===== src/rtl/dmem_arbiter.sv =====
// -----------------------------------------------------------------------------
// dmem_arbiter
//
// Shares a single-port, byte-addressed data memory between two requesters:
// port 0 (core load/store unit) and port 1 (DMA/debug master). One request is
// captured in IDLE, presented to the memory for one ACCESS cycle (where a
// legal write commits), and completed in RESP with a one-cycle ack, an error
// flag and a size-extended load result.
//
// Timing: IDLE (sample req) -> ACCESS (memory drive) -> RESP (ack).
// The ack appears two cycles after the sampling IDLE cycle, so the block
// sustains one access every three cycles.
//
// Ports:
//   clk, rst                 clock, synchronous active-high reset
//   reqN/addrN/wdataN/weN/sizeN   request N (held until ackN)
//   ackN/errN/rdataN         completion pulse, reject flag, load data
//   mem_addr/mem_data        memory address / write data
//   mem_write_sel            memory access size (size[1:0] zero-extended)
//   mem_write                memory write enable (ACCESS cycle only)
//   mem_out                  memory registered read data
//
// Build option:
//   DMEM_ARB_ROUND_ROBIN_EN  when defined, simultaneous requests alternate
//                            between the ports (port 0 first after reset);
//                            otherwise port 0 has fixed priority.
// -----------------------------------------------------------------------------
module dmem_arbiter #(
  parameter int DEPTH = 16384,
  parameter int AW    = 32
) (
  input  logic          clk,
  input  logic          rst,

  input  logic          req0,
  input  logic [AW-1:0] addr0,
  input  logic [31:0]   wdata0,
  input  logic          we0,
  input  logic [2:0]    size0,
  output logic          ack0,
  output logic          err0,
  output logic [31:0]   rdata0,

  input  logic          req1,
  input  logic [AW-1:0] addr1,
  input  logic [31:0]   wdata1,
  input  logic          we1,
  input  logic [2:0]    size1,
  output logic          ack1,
  output logic          err1,
  output logic [31:0]   rdata1,

  output logic [AW-1:0] mem_addr,
  output logic [31:0]   mem_data,
  output logic [2:0]    mem_write_sel,
  output logic          mem_write,
  input  logic [31:0]   mem_out
);

  typedef enum logic [1:0] {
    IDLE   = 2'd0,
    ACCESS = 2'd1,
    RESP   = 2'd2
  } state_t;

  // Highest legal byte address, widened so address + length cannot wrap.
  localparam logic [AW:0] LAST_ADDR = (AW+1)'(DEPTH - 1);

  state_t        state_q, state_d;
  logic          port_q, port_d;
  logic          we_q, we_d;
  logic [2:0]    size_q, size_d;
  logic          legal_q, legal_d;
  logic [AW-1:0] addr_q, addr_d;
  logic [31:0]   wdata_q, wdata_d;
  logic [31:0]   rdata0_q, rdata0_d;
  logic [31:0]   rdata1_q, rdata1_d;

  // Request selection and legality of the selected request.
  logic          grant;
  logic [AW-1:0] sel_addr;
  logic [2:0]    sel_size;
  logic [AW:0]   nbytes;
  logic [AW:0]   end_addr;
  logic          size_ok;
  logic          sel_legal;

  // Response path.
  logic          resp;
  logic [31:0]   ext_val;
  logic [31:0]   load_val;

`ifdef DMEM_ARB_ROUND_ROBIN_EN
  logic          last_grant_q, last_grant_d;

  // On contention, serve the port that did not win last time.
  always_comb begin
    if (req0 && req1) begin
      grant = ~last_grant_q;
    end else begin
      grant = ~req0;
    end
  end
`else
  // Fixed priority: port 0 wins whenever it requests.
  always_comb begin
    grant = ~req0;
  end
`endif

  always_comb begin
    sel_addr = grant ? addr1 : addr0;
    sel_size = grant ? size1 : size0;

    case (sel_size[1:0])
      2'b00:   nbytes = (AW+1)'(1);
      2'b01:   nbytes = (AW+1)'(2);
      default: nbytes = (AW+1)'(4);
    endcase

    // One extra bit so an access running past the top of the address space
    // lands above LAST_ADDR instead of wrapping to a small address.
    end_addr  = {1'b0, sel_addr} + nbytes - (AW+1)'(1);
    size_ok   = !(sel_size inside {3'b011, 3'b110, 3'b111});
    sel_legal = size_ok && (end_addr <= LAST_ADDR);
  end

  // Load extension of the memory word for the captured size.
  always_comb begin
    case (size_q)
      3'b000:  ext_val = {{24{mem_out[7]}}, mem_out[7:0]};
      3'b001:  ext_val = {{16{mem_out[15]}}, mem_out[15:0]};
      3'b010:  ext_val = mem_out;
      3'b100:  ext_val = {24'd0, mem_out[7:0]};
      3'b101:  ext_val = {16'd0, mem_out[15:0]};
      default: ext_val = 32'd0;
    endcase
    load_val = (!we_q && legal_q) ? ext_val : 32'd0;
  end

  // Next-state logic.
  always_comb begin
    state_d  = state_q;
    port_d   = port_q;
    we_d     = we_q;
    size_d   = size_q;
    legal_d  = legal_q;
    addr_d   = addr_q;
    wdata_d  = wdata_q;
    rdata0_d = rdata0_q;
    rdata1_d = rdata1_q;
`ifdef DMEM_ARB_ROUND_ROBIN_EN
    last_grant_d = last_grant_q;
`endif

    case (state_q)
      IDLE: begin
        if (req0 || req1) begin
          state_d = ACCESS;
          port_d  = grant;
          we_d    = grant ? we1 : we0;
          size_d  = sel_size;
          legal_d = sel_legal;
          addr_d  = sel_addr;
          wdata_d = grant ? wdata1 : wdata0;
`ifdef DMEM_ARB_ROUND_ROBIN_EN
          last_grant_d = grant;
`endif
        end
      end
      ACCESS: begin
        state_d = RESP;
      end
      RESP: begin
        state_d = IDLE;
        // Capture the result so it stays visible until the port's next ack.
        if (!port_q) begin
          rdata0_d = load_val;
        end else begin
          rdata1_d = load_val;
        end
      end
      default: begin
        state_d = IDLE;
      end
    endcase
  end

  always_ff @(posedge clk) begin
    if (rst) begin
      state_q  <= IDLE;
      port_q   <= 1'b0;
      we_q     <= 1'b0;
      size_q   <= 3'd0;
      legal_q  <= 1'b0;
      addr_q   <= '0;
      wdata_q  <= 32'd0;
      rdata0_q <= 32'd0;
      rdata1_q <= 32'd0;
`ifdef DMEM_ARB_ROUND_ROBIN_EN
      last_grant_q <= 1'b1;
`endif
    end else begin
      state_q  <= state_d;
      port_q   <= port_d;
      we_q     <= we_d;
      size_q   <= size_d;
      legal_q  <= legal_d;
      addr_q   <= addr_d;
      wdata_q  <= wdata_d;
      rdata0_q <= rdata0_d;
      rdata1_q <= rdata1_d;
`ifdef DMEM_ARB_ROUND_ROBIN_EN
      last_grant_q <= last_grant_d;
`endif
    end
  end

  // Outputs. The write enable is decoded from the state so it can never be
  // high outside ACCESS; ack/err are decoded from RESP for the same reason.
  assign resp          = (state_q == RESP);
  assign ack0          = resp && !port_q;
  assign ack1          = resp && port_q;
  assign err0          = ack0 && !legal_q;
  assign err1          = ack1 && !legal_q;
  // During the ack cycle the fresh load result is passed straight through.
  assign rdata0        = ack0 ? load_val : rdata0_q;
  assign rdata1        = ack1 ? load_val : rdata1_q;

  assign mem_addr      = addr_q;
  assign mem_data      = wdata_q;
  assign mem_write_sel = {1'b0, size_q[1:0]};
  assign mem_write     = (state_q == ACCESS) && we_q && legal_q;

endmodule

===== config.mk =====
export PLATFORM = sky130hd
export DESIGN_NAME = dmem_arbiter
export DESIGN_NICKNAME = d
export VERILOG_FILES = /design/src/rtl/dmem_arbiter.sv
export SDC_FILE = /design/constraint.sdc
export NUM_CORES = 1
export LEC_CHECK = 0
export BUFFER_PORTS_ARGS = -buffer_cell sky130_fd_sc_hd__buf_4
export CORE_MARGIN = 2
export CORE_UTILIZATION = 35
export CTS_CLUSTER_SIZE = 30
export DETAILED_ROUTE_END_ITERATION = 7
export SLEW_MARGIN = 20
export SYNTH_ARGS = -nofsm -noshare
export SYNTH_HDL_FRONTEND = slang
export SYNTH_SLANG_ARGS = --single-unit
export TNS_END_PERCENT = 10

===== constraint.sdc =====
create_clock -name clk -period 4.4 [get_ports clk]
set_input_delay 0.22 -clock clk [delete_from_list [all_inputs] [get_ports clk]]
set_output_delay 0.22 -clock clk [all_outputs]
set_load 0.03 [all_outputs]

==> results of run 1 <==
-- stage by stage --
stage / hold slack, ps / instance area (µm²) / power, mW / setup slack, ps
global placement: 473 / 10300 / 2.51 / 569
detailed placement: 487 / 10300 / 2.51 / 605
global route: 147 / 10900 / 4.15 / 699
CTS: 130 / 10900 / 3.98 / 1050
floorplan: 430 / 7910 / 2.11 / 696
finish: 147 / 10900 / 3.94 / 1020
-- synth_stat cells (all sizes together), types with 2 or more instances --
library cell	n	area (µm²)
nor2b	3	18.8
nor3b	3	22.5
ha	34	425
clkbuf	60	225
o21ai	88	440
a21o	17	128
a2111oi	4	53.8
nand3	7	35.0
buf	17	109
mux2i	70	701
nand3b	4	30.0
nand4	14	87.6
o31ai	2	20.0
a31oi	3	18.8
nor4	4	25.0
a211oi	77	588
o21a	5	37.5
nand2b	6	37.5
o2111ai	2	17.5
xnor2	5	43.8
a311o	2	20.0
a311oi	2	23.8
nor2	104	395
xor2	2	17.5
mux2	3	37.5
nor3	7	35.0
o211ai	7	52.6
inv	46	173
and2	67	419
dfxtp	136	2720
nand2	142	533
a21oi	41	205
-- layer usage --
metal  wire [µm]  global-route usage
met5           0                   0
met4         414              0.0657
met3        1730              0.0518
met2       12400               0.366
met1       11300               0.272
-- sequential cells by signal, summed over array words and instances (netlist names), 2 cells and up --
name      cells
mem_addr     32
rdata0_q     32
state_q       2
size_q        3
mem_data     32
rdata1_q     32
-- cells by family (layout without fill, tap and decap cells) --
| kind of cell | Yosys count | after routing | synth area share |
|---|---|---|---|
| xor+xnor | 7 | 7 | 0.00775 |
| simple gates | 368 | 368 | 0.215 |
| fa+ha+maj | 35 | 35 | 0.0563 |
| buf+inv | 123 | 394 | 0.0641 |
| compound gates | 262 | 262 | 0.219 |
| flops | 136 | 136 | 0.344 |
| other cells | 1 | 1 | 0.000474 |
| mux | 73 | 73 | 0.0933 |
-- power by group through the flow --
stage                     registers [mW]  clock network, mW  logic (mW)
after global placement              1.38                  0        1.14
final                               1.35               1.45        1.14
after CTS                           1.35               1.49        1.14
after detailed placement            1.38                  0        1.13
after floorplan                     1.50                  0       0.607
after global routing                1.36               1.54        1.25
-- worst paths after layout --
path                               end                    start  cells past startpoint
max               legal_q$_SDFFE_PP0P_                     req0                     17
min          mem_data[23]$_SDFFE_PP0P_               wdata1[23]                      3
max reg2reg       legal_q$_SDFFE_PP0P_  state_q[0]$_SDFFE_PP0P_                      9
min reg2reg    state_q[1]$_SDFFE_PP0P_  state_q[1]$_SDFFE_PP0P_                      1
-- critical path, delay by kind of cell --
family	cells	cell delay, ps
compound gates	5	840
mux	1	290
simple gates	4	1100
fa+ha+maj	3	760
buf+inv	4	490
-- final cells by class --
class / instances / area, µm² / share of cell area
Clock buffer: 18 / 439 / 0.0402
Clock inverter: 14 / 154 / 0.0141
Inverter: 46 / 173 / 0.0158
Multi-Input combinational cell: 746 / 4700 / 0.430
Sequential cell: 136 / 2720 / 0.249
Tap cell: 285 / 357 / 0.0326
Timing Repair Buffer: 316 / 2380 / 0.218
==> qor.txt, run 1 <==
Crit Path Class = input port to flop
final setup TNS = 0 ps
CP required = 4730 ps
Pint = 2.58 mW
post-CTS setup buffer count = 0
first-pass GRT wire length = 41,100 µm
WP data arrival = 3710 ps
synth unique cells = 63
later-pin clock latency in the skew report = 420 ps
commonest non-fill, non-tap cell in the layout = buf_4
worst-path fanout max = 11
remaining antenna violation count = 0
GP Congestion = 0.915
critical path's slowest cell = or4b_1
CTS Buf Count = 17
Die Span Y = 154 µm
register area share after synthesis = 0.344
Routed WL = 25,900 µm
DRT iter0 DRCs = 406
slowest stage delay, CP = 480 ps
Post-CTS Resized = 0
clk_skew = 10.3 ps
worst-margin pin slew = 941 ps
Die X-Extent = 154 µm
Tcrit/Tclk final = 0.768
core area = 22,400 µm²
Synthesized Nets = 1,212
Reg power frac = 0.343
min-delay worst type = input port to flop
NetSw = 1.36 mW
Syn. warnings = 0
utilization after layout = 0.487
dpl hpwl = 19,700 µm
clock sinks = 136
pin count of the biggest net entering global routing = 98
Logic pwr share = 0.289
Seq cells post-synth = 136
dpl cells = 1,529
leakage = 5.08 nW
gr ovfl total = 0
RSZ-0062 raised after global routing = no
Synth Instances = 1,005
# hold bufs at CTS = 0
I/O pin count = 308
Final setup viols = 0
crit path cell chain = buf_4 > buf_4 > mux2i_1 > ha_1 > inv_1 > ha_1 > inv_1 > fa_1 > nand2b_1 > a211oi_1 > o31ai_2 > a21oi_1 > nand2b_1 > a2111oi_0 > nor4_1 > or4b_1 > o32ai_2
Via-to-Cell Ratio = 5.12
Setup crit end kind = flop
Rows = 55
async set-reset flop share out of synthesis = 0
Main synth FF type = dfxtp_1
PwrDens = 360 nW/µm²
CTS tree = done
DRC viols = 0
H-tree levels = 4
clk root buf = clkbuf_16
EDFF count, synth = 0
internal reg-to-reg setup slack = 1760 ps
ratio of cells with drive above 1 in the final layout = 0.288
final worst path period need = 3380 ps
Syn Area/Cell = 7.87 µm²
Mapped Area = 7910 µm²
vias in the first global route = 7,658
Slew Viols, Final = 0
max frequency = 0.296 GHz
max-cap viol count = 0
switching share of total power = 0.345
Clock Path Buffers = 2
post-route insts no fill = 1,561
Port-buffer cells = 306
most frequent cells in the layout = buf_4 (315), nand2_1 (142), dfxtp_1 (136)
Worst VDD drop = 213 µV
All-Layer GR Usage = 0.216
routed vias = 7,985
DR pass1 iterations = 5
drt wl/cell = 16.6 µm
startpoint types = input port
antenna violations before repair = 0
final hold violation count = 0
relative slew slack = 0.373
diode count = 0
clk slew on worst S/H paths = 70 ps
clock power share = 0.368
fill count = 2,274
outcome = completed
Initial Utilization = 0.353
fin nets = 1,470
Area Growth Syn to Fin = 38.2%
Die ar. = 23,800 µm²
Power figures use the tool's default switching activity.
==> run 2: changes to the inputs <==
--- a/config.mk
+++ b/config.mk
@@ -5,6 +5,7 @@
 export SDC_FILE = /design/constraint.sdc
 export NUM_CORES = 1
 export LEC_CHECK = 0
+export ABC_AREA = 1
 export BUFFER_PORTS_ARGS = -buffer_cell sky130_fd_sc_hd__buf_4
 export CORE_MARGIN = 2
 export CORE_UTILIZATION = 35
==> constraint.sdc (replaced) <==
create_clock -name clk -period 2.7 [get_ports clk]
set_input_delay 0.135 -clock clk [delete_from_list [all_inputs] [get_ports clk]]
set_output_delay 0.135 -clock clk [all_outputs]
set_load 0.03 [all_outputs]
==> qor.txt, run 2 <==
outcome = completed
Worst Path Buf+Inv = 5 (+1)
later-pin clock latency in the skew report = 420 ps (about the same)
remaining antenna violation count = 0 (unchanged)
Setup crit end kind = flop
Die Span Y = 162 µm (+4.7%)
Tcrit/Tclk final = 0.907
gr ovfl total = 0 (unchanged)
H-tree levels = 4 (unchanged)
min-delay worst type = input port to flop
first-pass GRT wire length = 49,900 µm (+21%)
Initial Utilization = 0.357 (+0.00487)
I/O pin count = 308 (unchanged)
pin count of the biggest net entering global routing = 82 (-16%)
most frequent cells in the layout = nand2_1 (491), buf_4 (393), inv_1 (176)
final worst path period need = 2450 ps
area leader, netlist = dfxtp_1
antenna violations before repair = 1 (+1)
startpoint types = input port
DR pass1 iterations = 5 (unchanged)
Die ar. = 26,100 µm² (+9.6%)
commonest non-fill, non-tap cell in the layout = nand2_1
leakage = 7.03 nW (+38%)
clk slew on worst S/H paths = 70 ps (about the same)
final hold violation count = 0 (unchanged)
dpl hpwl = 23,000 µm (+17%)
top cells by area, synth = dfxtp_1 (31%), nand2_1 (21%), inv_1 (7.7%)
Synth top area share = 0.313 (-0.0310)
async set-reset flop share out of synthesis = 0 (unchanged)
slowest stage delay, CP = 370 ps (-110 ps)
Crit path max-delay family = simple AND/OR/NAND/NOR gates
Port-buffer cells = 306 (unchanged)
critical path's slowest cell = fa_1
worst-path fanout max = 18 (+7)
clock sinks = 136 (unchanged)
Mapped Area = 8690 µm² (+9.9%)
crit path cell chain = buf_4 > buf_12 > mux2i_4 > nand2_1 > ha_1 > inv_1 > ha_2 > inv_1 > fa_1 > inv_2 > nand2_1 > nand2_1 > nand3b_1 > nand2_2 > nand3_1 > nand2_1 > xor2_1 > nand3_1 > nor2_2 > nand2_1 > nor2_1 > nor2_1 > nor2_1
Commonest cells post-synth = nand2_1 (492), inv_1 (178), dfxtp_1 (136)
clk root buf = clkbuf_16
CTS tree = done
DRT iter0 DRCs = 558 (+37%)
Worst VDD drop = 384 µV (+80%)
most frequent CP cell = nand2_1
All-Layer GR Usage = 0.236 (+0.0208)
max frequency = 0.408 GHz
PwrDens = 543 nW/µm² (+51%)
drt wl/cell = 14.5 µm (-13%)
Crit Path Class = input port to flop
WP data arrival = 2790 ps (-920 ps)
Via-to-Cell Ratio = 4.72 (-7.8%)
EDFF count, synth = 0 (unchanged)
Routed WL = 31,200 µm (+20%)
register area share after synthesis = 0.313 (-0.0310)
Slew Viols, Final = 0 (unchanged)
worst setup margin = 251 ps (-768 ps)
worst-margin pin slew = 996 ps (+55.1 ps)
Synthesized Nets = 1,612 (+33%)
diode count = 0 (unchanged)
Area Growth Syn to Fin = 51.3%
CP required = 3040 ps (-1690 ps)
routed vias = 10,200 (+27%)
final hold slack = 9.27 ps (-137 ps)
max-cap viol count = 0 (unchanged)
fin nets = 2,025 (+38%)
clk_skew = 11.5 ps (+1.15 ps)
Seq cells post-synth = 136 (unchanged)
synth unique cells = 39 (-38%)
Main synth FF type = dfxtp_1
relative slew slack = 0.336 (-0.0367)
vias in the first global route = 9,856 (+29%)
CTS Buf Count = 17 (unchanged)
Rows = 57 (+3.6%)
most frequent cell after synthesis = nand2_1
Synth Instances = 1,405 (+40%)
core area = 24,300 µm² (+8.4%)
Die X-Extent = 162 µm (+4.7%)
DRC viols = 0 (unchanged)
Final setup viols = 0 (unchanged)
DP Worst Slack = -235 ps (-840 ps)
GP Congestion = 0.915 (about the same)
RSZ-0062 raised after global routing = yes
Clock Path Buffers = 2 (unchanged)
Syn. warnings = 0 (unchanged)
Syn Area/Cell = 6.19 µm² (-21%)
ratio of cells with drive above 1 in the final layout = 0.283 (-0.00456)
run 2: cell types whose count changed in the layout (fill, tap and decap cells not counted), moves of 61 or more:
cell / delta
a21oi_1: +75
and2_1: -67
buf_4: +78
dlygate4sd3_1: +61
inv_1: +130
mux2i_1: -67
nand2_1: +349
run 2: what timing repair did:
action | in CTS | in global routing
hold buffers | 61 | 0
buffers inserted | 0 | 2
hold endpoints to repair | 33 | 0
endpoints found under the setup margin | 0 | 49
gates resized for setup | 0 | 6
run 2: cell type report:
cell class | instances | area (µm²)
Fill cell | 2414 | 11200
Tap cell | 324 | 405
Clock inverter | 14 | 210
Clock buffer | 17 | 425
Inverter | 193 | 726
Multi-Input combinational cell | 1011 | 5000
Sequential cell | 136 | 2720
Timing Repair Buffer | 459 | 3660
run 2: path summary, 6_finish.rpt:
kind	start	end	slack (ps)	cells after the start
setup / recovery	req0	legal_q$_SDFFE_PP0P_	250	23
hold / removal	wdata1[20]	mem_data[20]$_SDFFE_PP0P_	9	3
hold reg to reg	rdata1_q[10]$_SDFFE_PP0P_	rdata1_q[10]$_SDFFE_PP0P_	470	2
setup reg to reg	state_q[0]$_SDFFE_PP0P_	mem_data[26]$_SDFFE_PP0P_	440	7
run 2: report_power, final:
group / leakage, nW / internal [mW] / switching, mW
clock network: 0.306 / 1.57 / 1.02
registers: 1.11 / 2.14 / 0.0739
logic: 5.61 / 0.991 / 1.35
total: 7.03 / 4.70 / 2.44
run 2: worst reg2reg max path, cell delays in order (launching register included):
cell           delay (ps)
dfxtp_1               390
nor2_1                 80
o21ai_2                80
clkinv_2              390
buf_12                350
o21ai_0               210
a31oi_1                70
dlygate4sd3_1         590
run 2: cells by family after synthesis:
kind of cell / count (synthesis) / synth area share
flops: 136 / 0.313
simple gates: 694 / 0.335
buf+inv: 258 / 0.117
compound gates: 275 / 0.176
xor+xnor: 2 / 0.00202
fa+ha+maj: 35 / 0.0512
mux: 4 / 0.00461
other cells: 1 / 0.000431
run 2: metal layers:
metal / up-vias / track usage / routed length (µm)
li1: 5301 / - / -
met1: 4502 / 0.310 / 14500
met2: 327 / 0.397 / 14100
met3: 33 / 0.0488 / 1990
met4: 0 / 0.0593 / 518
met5: - / 0 / 0
run 2: stage by stage:
stage / setup TNS (ps) / instances / cell area [µm²] / total power [mW] / utilization
global route: -38.6 / 2154 / 13100 / 7.54 / 0.541
global placement: -126 / 2060 / 11900 / 4.44 / 0.487
CTS: 0 / 2152 / 13100 / 7.17 / 0.539
finish: 0 / 2154 / 13100 / 7.14 / 0.541
floorplan: 0 / 1405 / 8720 / 3.55 / -
detailed placement: -235 / 2060 / 11900 / 4.46 / 0.487
